File: src/rtl/unsadd_acc_n_if.sv
// unsadd_acc_n_if: stream bundle between unary producers and the non-scaled adder
// Ports: en/in driven by the producer side (master); out/acc_o/sat driven by the adder (slave).
interface unsadd_acc_n_if #(
  parameter int NUM_IN = 16,
  parameter int ACC_W  = 8
);
  logic              en;
  logic [NUM_IN-1:0] in;
  logic              out;
  logic [ACC_W-1:0]  acc_o;
  logic              sat;
  modport master (output en, in, input out, acc_o, sat);
  modport slave  (input en, in, output out, acc_o, sat);
endinterface

File: src/rtl/unsadd_acc_n.sv
// unsadd_acc_n: unary non-scaled adder, sums NUM_IN unipolar streams into one saturating residue-drained stream
// Ports: clk, rst (sync, active-high); bus.en/bus.in stream input; bus.out bitstream, bus.acc_o residue, bus.sat sticky clamp flag.
module unsadd_acc_n #(
  parameter int NUM_IN = 16,
  parameter int ACC_W  = 8,
  parameter int PIPE   = 0
) (
  input logic           clk,
  input logic           rst,
  unsadd_acc_n_if.slave bus
);
  localparam int CW = $clog2(NUM_IN + 1);
  logic [CW-1:0]    w_cnt;
  logic             w_e;
  logic [CW-1:0]    w_c;
  logic [ACC_W:0]   w_sum;
  logic             w_o;
  logic [ACC_W:0]   w_raw;
  logic [ACC_W-1:0] r_acc;
  logic             r_out;
  logic             r_sat;
  always_comb begin
    w_cnt = '0;
    for (int k = 0; k < NUM_IN; k++) w_cnt = w_cnt + CW'(bus.in[k]);
  end
  if (PIPE != 0) begin : g_pipe
    logic          r_en;
    logic [CW-1:0] r_cnt;
    always_ff @(posedge clk) begin
      if (rst) begin
        r_en  <= 1'b0;
        r_cnt <= '0;
      end else begin
        r_en  <= bus.en;
        r_cnt <= bus.en ? w_cnt : '0;
      end
    end
    assign w_e = r_en;
    assign w_c = r_cnt;
  end else begin : g_comb
    assign w_e = bus.en;
    assign w_c = w_cnt;
  end
  // acc + cnt never exceeds 2*MAX since ACC_W >= CW, so the extra bit flags clamping
  always_comb begin
    w_sum = {1'b0, r_acc} + (w_e ? (ACC_W+1)'(w_c) : '0);
    w_o   = |w_sum;
    w_raw = w_sum - (ACC_W+1)'(w_o);
  end
  always_ff @(posedge clk) begin
    if (rst) begin
      r_acc <= '0;
      r_out <= 1'b0;
      r_sat <= 1'b0;
    end else begin
      r_acc <= w_raw[ACC_W] ? '1 : w_raw[ACC_W-1:0];
      r_out <= w_o;
      r_sat <= r_sat | w_raw[ACC_W];
    end
  end
  assign bus.out   = r_out;
  assign bus.acc_o = r_acc;
  assign bus.sat   = r_sat;
endmodule

File: src/flat_wrapper.sv
// flat-port wrapper written by rule: the top's interface ports become plain ports
module unsadd_acc_n_flat 
#(
  parameter int NUM_IN = 16,
  parameter int ACC_W  = 8,
  parameter int PIPE   = 0
)
  (clk, rst, bus_en, bus_in, bus_out, bus_acc_o, bus_sat);
  unsadd_acc_n_if #(.NUM_IN(NUM_IN), .ACC_W(ACC_W)) bus_i ();
  input logic clk;
  input logic rst;
  input wire logic [$bits(bus_i.en)-1:0] bus_en;
  input wire logic [$bits(bus_i.in)-1:0] bus_in;
  output wire logic [$bits(bus_i.out)-1:0] bus_out;
  output wire logic [$bits(bus_i.acc_o)-1:0] bus_acc_o;
  output wire logic [$bits(bus_i.sat)-1:0] bus_sat;
  assign bus_i.en = bus_en;
  assign bus_i.in = bus_in;
  assign bus_out = bus_i.out;
  assign bus_acc_o = bus_i.acc_o;
  assign bus_sat = bus_i.sat;
  unsadd_acc_n #(.NUM_IN(NUM_IN), .ACC_W(ACC_W), .PIPE(PIPE)) u_core (.clk(clk), .rst(rst), .bus(bus_i));
endmodule
File: config.mk
export PLATFORM = sky130hd
export DESIGN_NAME = unsadd_acc_n_flat
export DESIGN_NICKNAME = d
export VERILOG_FILES = /design/src/rtl/unsadd_acc_n_if.sv /design/src/rtl/unsadd_acc_n.sv /design/src/flat_wrapper.sv
export SDC_FILE = /design/constraint.sdc
export NUM_CORES = 1
export LEC_CHECK = 0
export BUFFER_PORTS_ARGS = -buffer_cell sky130_fd_sc_hd__clkbuf_2
export CAP_MARGIN = 40
export CORE_MARGIN = 3
export CORE_UTILIZATION = 54
export DETAILED_ROUTE_END_ITERATION = 12
export PLACE_DENSITY = 0.88
export SLEW_MARGIN = 5
export SYNTH_ARGS = -nofsm -noshare
export SYNTH_HDL_FRONTEND = slang
export SYNTH_SLANG_ARGS = --single-unit
export TNS_END_PERCENT = 5
File: constraint.sdc
create_clock -name clk -period 7.4 [get_ports clk]
set_input_delay 0.37 -clock clk [delete_from_list [all_inputs] [get_ports clk]]
set_output_delay 0.37 -clock clk [all_outputs]
set_load 0.03 [all_outputs]
# Yosys cells after proc, flatten, opt, wreduce, memory -nomap -nowiden
# Cells that the tools add are included.
dict set report classes {
  n_addsub 17
  reduce_logical 1
  bitwise_logic 1
  muxes 2
}
# operator n
set ops {}
lappend ops {{adder 5 x 1 -> 5 bit} 14}
lappend ops {{adder 8 x 9 -> 9 bit} 1}
lappend ops {{OR reduction 9 bit} 1}
lappend ops {{subtractor 9 x 1 -> 9 bit} 1}
lappend ops {{two-way mux 8 bit} 1}
lappend ops {{two-way mux 5 bit} 1}
lappend ops {{adder 1 x 1 -> 2 bit} 1}
lappend ops {{bitwise OR 1 bit} 1}
dict set report word_totals {
  register_bits 10
  wordCells 24
  input_bits 19
  out_inout_bits 10
}

# Depth between registers and ports, before layout
# Gate-level depths: netlist of run 1.
dict set report depth {
  word_depth 20
  ltp_mapped 29
  mapped_depth_nobuf 29
}

# Worst setup path after synthesis of run 1
# No wires, ideal clock.
dict set report synth_path {
  path_kind {input-to-reg}
  from {input bus_in[0]}
  to {register u_core.r_acc[7], in the netlist u_core.bus.acc_o[7]}
  setup_time_ps 92
  stages 27
  arrival_time_ps 6268
  slack_ps 1040
  path_cell_list {ha_1 inv_1 fa_1 inv_1 fa_1 fa_1 inv_1 fa_1 fa_1 inv_1 fa_1 nand2_1 fa_1 nand2b_2 a211oi_1 o21ai_0 xor2_1 nand2_1 nor2_1 nand4_1 ha_1 ha_1 o211a_1 and2_1 a31oi_1 nor3b_1 nor4_1}
}
dict set report synth_via {
  elab_chain_len 20
}
# item line
set synth_lines {}
lappend synth_lines {{start, declared} flat_wrapper.sv:13} ;# input wire logic [$bits(bus_i.in)-1:0] bus_in;
lappend synth_lines {{adder 1 x 1 -> 2 bit} unsadd_acc_n.sv:24} ;# for (int k = 0; k < NUM_IN; k++) w_cnt = w_cnt + CW'(bus.in[k]);
lappend synth_lines {{adder 5 x 1 -> 5 bit (14 in a row)} unsadd_acc_n.sv:24}
lappend synth_lines {{two-way mux 5 bit} unsadd_acc_n.sv:46} ;# w_sum = {1'b0, r_acc} + (w_e ? (ACC_W+1)'(w_c) : '0);
lappend synth_lines {{adder 8 x 9 -> 9 bit} unsadd_acc_n.sv:46}
lappend synth_lines {{OR reduction 9 bit} unsadd_acc_n.sv:47} ;# w_o = |w_sum;
lappend synth_lines {{via u_core.w_o} unsadd_acc_n.sv:17} ;# logic w_o;
lappend synth_lines {{subtractor 9 x 1 -> 9 bit} unsadd_acc_n.sv:48} ;# w_raw = w_sum - (ACC_W+1)'(w_o);
lappend synth_lines {{two-way mux 8 bit} unsadd_acc_n.sv:56} ;# r_acc <= w_raw[ACC_W] ? '1 : w_raw[ACC_W-1:0];
lappend synth_lines {{end signal, assigned} unsadd_acc_n.sv:56}
lappend synth_lines {{end, declared} unsadd_acc_n.sv:19} ;# logic [ACC_W-1:0] r_acc;
# The timed path passes the listed nets, and every way through them passes these cells.
# A chain may end at the register's enable or synchronous reset.

# Worst setup path after layout of run 1
# Ends and elaborated chain as after synthesis.

==> flow_metrics.env, run 1 <==
export IMPL_cts_root_buf="clkbuf_4"
export IMPL_syn_inst=146
export IMPL_drive_gt1_share_pct=23.4
export IMPL_cts_hold_buf=0
export IMPL_ir_drop_mv=0.317
export IMPL_power_density_nw_per_um2=465
export IMPL_ys_warn_count=0
export IMPL_grt_pass1_vias=1037
export IMPL_hold_class="input port to register"
export IMPL_coreArea_sq_um=2080
export IMPL_grt_usage_pct=21.5
export IMPL_viasPerCell=5.56
export IMPL_rsz0062_at_grt="false"
export IMPL_cp_start_kind="input port"
export IMPL_tns_ns=0
export IMPL_seq_power_share_pct=13.9
export IMPL_crit_arrival_ns=7.13
export IMPL_cts_clk_slew_worst_paths_ns=0.07
export IMPL_n_antenna_cell=0
export IMPL_cap_violations=0
export IMPL_num_rows=16
export IMPL_synth_top_flop_cell="dfxtp_1"
export IMPL_maxSlewViolCount=0
export IMPL_vias=1123
export IMPL_p_sw_share_pct=51.4
export IMPL_area_delta_synth_final_pct=15.0
export IMPL_seq_area_frac_synth_pct=15.8
export IMPL_fin_ws_ns=0.458
export IMPL_clock_sinks=10
export IMPL_ys_ff_latch=10
export IMPL_grt_max_degree=11
export IMPL_antenna_found_initial=0
export IMPL_grt_pass1_wl_mm=4.50
export IMPL_cts_tree="built"
export IMPL_die_area_sq_um=2960
export IMPL_critPathRequiredTime_ns=7.59
export IMPL_overflow=0
export IMPL_drt_wirelength_per_cell_um=14.2
export IMPL_cts_path_max_buffers=2
export IMPL_slew_headroom_pct=69.8
export IMPL_cts_resized_gates=0
export IMPL_clockPowerShare_pct=7.5
export IMPL_die_w_um=54.4
export IMPL_cts_buffers_inserted=3
export IMPL_start_util_pct=60.7
export IMPL_whs_ns=0.388
export IMPL_async_flop_share_pct=0
export IMPL_hold_viol=0
export IMPL_stdcell_area_sq_um=1450
export IMPL_max_freq_mhz=144
export IMPL_finalClockSkew_ns=0.000964
export IMPL_dpl_cell_area_sq_um=1420
export IMPL_synth_edf_count=0
export IMPL_syn_area_sq_um=1260
export IMPL_place_ws_ns=0.219
export IMPL_syn_nets=188
export IMPL_pin_count=29
export IMPL_p_leak_nw=0.700
export IMPL_antenna_left=0
export IMPL_port_buffers=28
export IMPL_cp_end_kind="register"
export IMPL_dp_hpwl_mm=2.43
export IMPL_setup_viol=0
export IMPL_synth_area_per_cell_sq_um=8.66
export IMPL_gp_congestion=0.854
export IMPL_crit_fanout=6
export IMPL_power_switching_mw=0.348
export IMPL_worst_slew_pin_slew_ns=0.450
export IMPL_min_period_ns=6.94
export IMPL_clkLatencyLatePin_ns=0.28
export IMPL_drtIter0Drc=34
export IMPL_status="finished, final reports clean"
export IMPL_die_h_um=54.4
export IMPL_critPathKind="input port to register"
export IMPL_p_int_mw=0.328
export IMPL_combPwrFrac_pct=78.7
export IMPL_n_fill_cell=157
export IMPL_wirelength_mm=2.86
export IMPL_synth_distinct_cells=42
export IMPL_postCtsSetupRepairBufs=0
export IMPL_cts_max_level=1
export IMPL_post_route_period_util_pct=93.8
export IMPL_first_pass_iters=4
export IMPL_nets=218
export IMPL_drc_errors=0
## through the flow
step                      utilization (%)  total power [mW]  cells
after global placement               68.1             0.580    198
after global routing                 69.8             0.736    202
final                                69.8             0.676    202
after CTS                            69.8             0.674    202
after detailed placement             68.1             0.620    198
after floorplan                         -             0.503    146
## power groups by stage
stage | clock network, mW | registers (mW) | logic (mW)
CTS | 0.0517 | 0.0931 | 0.529
global placement | 0 | 0.0925 | 0.488
detailed placement | 0 | 0.0943 | 0.526
global route | 0.0556 | 0.0956 | 0.585
finish | 0.0506 | 0.0936 | 0.532
floorplan | 0 | 0.125 | 0.379
## layout by cell type, fill, tap and decap left out, drive strengths merged, types with 4 or more instances in the layout
| cell | count |
|---|---|
| a211oi | 4 |
| a21oi | 10 |
| clkbuf | 32 |
| dfxtp | 10 |
| fa | 11 |
| ha | 12 |
| inv | 26 |
| nand2 | 8 |
| nor2 | 11 |
| o21ai | 4 |
| xnor2 | 6 |
| xor2 | 4 |
## Yosys cell counts, types with 2 or more instances
library cell	n	area share (%)
inv_1	26	7.7
ha_1	12	12
fa_1	11	17
nor2_1	11	3.3
a21oi_1	10	4.0
dfxtp_1	10	16
nand2_1	8	2.4
xnor2_1	5	3.5
a211oi_1	4	2.4
o21ai_0	4	1.6
xor2_1	4	2.8
and2_1	3	1.5
nor3b_1	3	1.8
a21o_1	2	1.2
a31oi_1	2	0.99
nand2b_1	2	0.99
nor2b_1	2	0.99
nor3_1	2	0.79
o2111ai_1	2	1.4
## layer usage
| layer | up-vias | wire length [um] | GRT usage [%] |
|---|---|---|---|
| met1 | 525 | 1150 | 26.0 |
| met3 | 5 | 166 | 3.00 |
| met4 | 0 | 36 | 8.30 |
| li1 | 557 | - | - |
| met2 | 36 | 1510 | 37.8 |
| met5 | - | 0 | 0 |
## worst max-delay path, cell delays in order
cell      delay (ns)
clkbuf_2        0.08
ha_1            0.27
inv_1           0.04
fa_1            0.48
inv_1           0.06
fa_1            0.47
fa_1            0.51
inv_1           0.05
fa_1            0.51
fa_1            0.44
nor2b_1         0.21
ha_1            0.26
inv_1           0.07
fa_1            0.43
nand2b_2        0.24
a211oi_1        0.41
o21ai_0         0.18
xor2_1          0.40
nand2_1         0.15
nor2_1          0.15
nand4_1         0.10
ha_1            0.23
ha_1            0.22
o211a_1         0.18
and2_1          0.18
a31oi_1         0.15
nor3b_1         0.07
nor4_1          0.23
## sequential cells by signal, indices dropped and copies added (netlist names)
| name | count |
|---|---|
| u_core.bus.out | 1 |
| u_core.bus.sat | 1 |
| u_core.bus.acc_o | 8 |
## cells by family (layout without fill, tap and decap cells)
| kind of cell | count (synthesis) | in the layout | synth area share [%] |
|---|---|---|---|
| XOR/XNOR | 10 | 10 | 8.42 |
| buffers and inverters | 29 | 58 | 9.31 |
| AND/OR/NAND/NOR | 44 | 44 | 20.8 |
| AO/OA/AOI/OAI | 30 | 30 | 16.3 |
| flip-flops | 10 | 10 | 15.8 |
| adder cells (fa/ha/maj) | 23 | 23 | 29.3 |
## path summary, 6_finish.rpt
kind,start,to,slack [ns],cells past startpoint
worst max-delay path,bus_in[0],u_core.bus.acc_o[7],0.46,28
worst min-delay path,rst,u_core.bus.acc_o[0],0.39,2
worst max register to register,u_core.bus.acc_o[0],u_core.bus.acc_o[7],3.35,17
worst min register to register,u_core.bus.sat,u_core.bus.sat,0.45,2
## layout make-up
class                           instances  area (sq um)  area share, %
Inverter                               26          97.6           6.71
Timing Repair Buffer                   28           140           9.64
Tap cell                               27          33.8           2.32
Multi-Input combinational cell        107           946           65.1
Clock buffer                            4          36.3           2.50
Sequential cell                        10           200           13.8
Power figures use the tool's default switching activity.
==> run 2: changes to the inputs <==
--- a/config.mk
+++ b/config.mk
@@ -11,2 +11,3 @@
 export CORE_UTILIZATION = 54
+export CTS_CLUSTER_DIAMETER = 50
 export DETAILED_ROUTE_END_ITERATION = 12
==> constraint.sdc (replaced) <==
create_clock -name clk -period 7.4 [get_ports clk]
set_input_delay 1.48 -clock clk [delete_from_list [all_inputs] [get_ports clk]]
set_output_delay 1.48 -clock clk [all_outputs]
set_load 0.03 [all_outputs]
==> run 2 against run 1 <==
Net effect:
- the flow now finishes with violations (setup timing)
- total power grew 48%
- sequential share of layout area shrank 2.9 points
- via count grew 27%
- wire length grew 67%
- register-to-register slack gained 0.54 ns
- largest power group unchanged
- highest routed layer unchanged
==> flow_metrics.env, run 2 (synthesized netlist as in run 1, its figures left out) <==
export IMPL_viasPerCell=6.24
export IMPL_critPathKind="input port to register"
export IMPL_cp_start_kind="input port"
export IMPL_nets=245
export IMPL_port_buffers=28
export IMPL_drtIter0Drc=78
export IMPL_largest_reg_flops=8
export IMPL_area_delta_synth_final_pct=45.1
export IMPL_layoutNonFillerInstCount=229
export IMPL_r2r_end="u_core.bus.acc_o[7]"
export IMPL_gp_congestion=0.882
export IMPL_finalClockSkew_ns=0.00120
export IMPL_hold_class="register to register"
export IMPL_fin_ws_ns=-0.0786
export IMPL_p_leak_nw=0.840
export IMPL_cts_buffers_inserted=3
export IMPL_setup_viol=6
export IMPL_hold_viol=0
export IMPL_drive_gt1_share_pct=49.0
export IMPL_n_antenna_cell=0
export IMPL_die_area_sq_um=2960
export IMPL_pin_count=29
export IMPL_post_route_period_util_pct=101
export IMPL_dp_hpwl_mm=2.63
export IMPL_min_to="u_core.bus.sat"
export IMPL_first_pass_iters=4
export IMPL_overflow=0
export IMPL_cts_clk_slew_worst_paths_ns=0.07
export IMPL_clkLatencyLatePin_ns=0.27
export IMPL_slowest_delay_ns=0.51
export IMPL_worst_slew_pin_slew_ns=0.413
export IMPL_timing_rr_start="u_core.bus.acc_o[0]"
export IMPL_critPathRequiredTime_ns=7.58
export IMPL_cts_tree="built"
export IMPL_status="finished with violations"
export IMPL_cp_end_kind="register"
export IMPL_cap_violations=0
export IMPL_cts_root_buf="clkbuf_4"
export IMPL_antenna_found_initial=0
export IMPL_power_density_nw_per_um2=545
export IMPL_max_freq_mhz=134
export IMPL_clock_sinks=10
export IMPL_cpMaxStageDelayCell="fa_1"
export IMPL_grt_pass1_vias=1298
export IMPL_rsz0062_at_grt="true"
export IMPL_whs_path_depth=2
export IMPL_crit_arrival_ns=7.66
export IMPL_grt_max_degree=11
export IMPL_ir_drop_mv=0.504
export IMPL_die_h_um=54.4
export IMPL_crit_top_cell="fa_1"
export IMPL_start_util_pct=60.7
export IMPL_cts_max_level=1
export IMPL_slew_headroom_pct=72.3
export IMPL_fin_total_pwr_mw=1.00
export IMPL_maxSlewViolCount=0
export IMPL_whs_ns=0.467
export IMPL_min_period_ns=7.48
export IMPL_crit_fanout=6
export IMPL_grt_usage_pct=26.5
export IMPL_r2r_setup_slack_ns=3.89
export IMPL_fin_util_pct=88.1
export IMPL_grt_pass1_wl_mm=5.60
export IMPL_place_inst=216
export IMPL_vias=1429
export IMPL_failed_checks="setup timing"
export IMPL_drt_wirelength_per_cell_um=20.9
export IMPL_antenna_left=0
export IMPL_die_w_um=54.4
export IMPL_hold_start="u_core.bus.sat"
export IMPL_tns_ns=-0.226
export IMPL_layout_commonest_cell="buf_4"
export IMPL_cts_path_max_buffers=2
export IMPL_num_rows=16
export IMPL_n_fill_cell=115
export IMPL_final_cell_mix="buf_4 (27), clkbuf_2 (26), inv_1 (21)"
export IMPL_coreArea_sq_um=2080
export IMPL_drc_errors=0
export IMPL_worst_r2r_path_depth=17
export IMPL_wirelength_mm=4.80
-- run 2: changes by cell type in the layout (fill, tap and decap cells not counted), moves of 3 or more --
cell	delta
fa_1	-3
ha_1	-6
inv_1	-5
ha_4	+4
fa_2	+3
inv_2	+5
nor2_1	-4
buf_4	+27
-- run 2: how the worst max path moves through the flow --
| stage | from | end | slack, ns | cells past startpoint |
|---|---|---|---|---|
| after detailed placement | bus_in[1] | u_core.bus.acc_o[7] | -0.34 | 28 |
| after global routing | bus_in[0] | u_core.bus.acc_o[7] | -0.27 | 28 |
| after floorplan | bus_in[0] | u_core.bus.acc_o[7] | 0.01 | 27 |
| after global placement | bus_in[0] | u_core.bus.acc_o[7] | -0.16 | 28 |
| after CTS | bus_in[0] | u_core.bus.acc_o[7] | 0.03 | 28 |
| final | bus_in[0] | u_core.bus.acc_o[7] | -0.08 | 29 |
-- run 2: per-layer routing --
metal | vias up | share of wire, % | global-route usage, %
met5 | - | 0 | 0
met4 | 0 | 7.7 | 15.8
met3 | 41 | 6.3 | 3.27
met2 | 86 | 48 | 47.2
met1 | 687 | 38 | 30.0
li1 | 615 | - | -
-- run 2: metrics by stage --
stage                     instance area, sq um  worst slack [ns]
after global placement                    1560            -0.159
after floorplan                           1270            0.0108
after CTS                                 1630            0.0267
after detailed placement                  1560            -0.341
after global routing                      1830            -0.271
final                                     1830           -0.0786
-- run 2: report_power, final --
part	internal (mW)	switching, mW	total (mW)
registers	0.0757	0.0244	0.100
clock network	0.0299	0.0217	0.0517
logic	0.386	0.462	0.849
-- run 2: area by class of cell --
type / count / area [sq um] / area share [%]
timing repair buffer: 55 / 355 / 19.4
multi-input combinational: 107 / 1110 / 60.6
tap: 27 / 33.8 / 1.84
sequential: 10 / 200 / 10.9
inverter: 26 / 97.6 / 5.32
clock buffer: 4 / 36.3 / 1.98
-- run 2: critical path, delay by kind of cell --
family	cells	cell delay, ns
compound gates	5	0.76
fa+ha+maj	10	3.80
buf+inv	6	0.36
simple gates	8	1.24
-- run 2: repair_timing --
| item | 4_1_cts | 5_1_grt |
|---|---|---|
| pin swaps | 3 | 26 |
| hold buffers | 0 | 0 |
| buffers inserted | 3 | 6 |
| setup endpoints to repair | 5 | 8 |
| gates resized for setup | 4 | 39 |
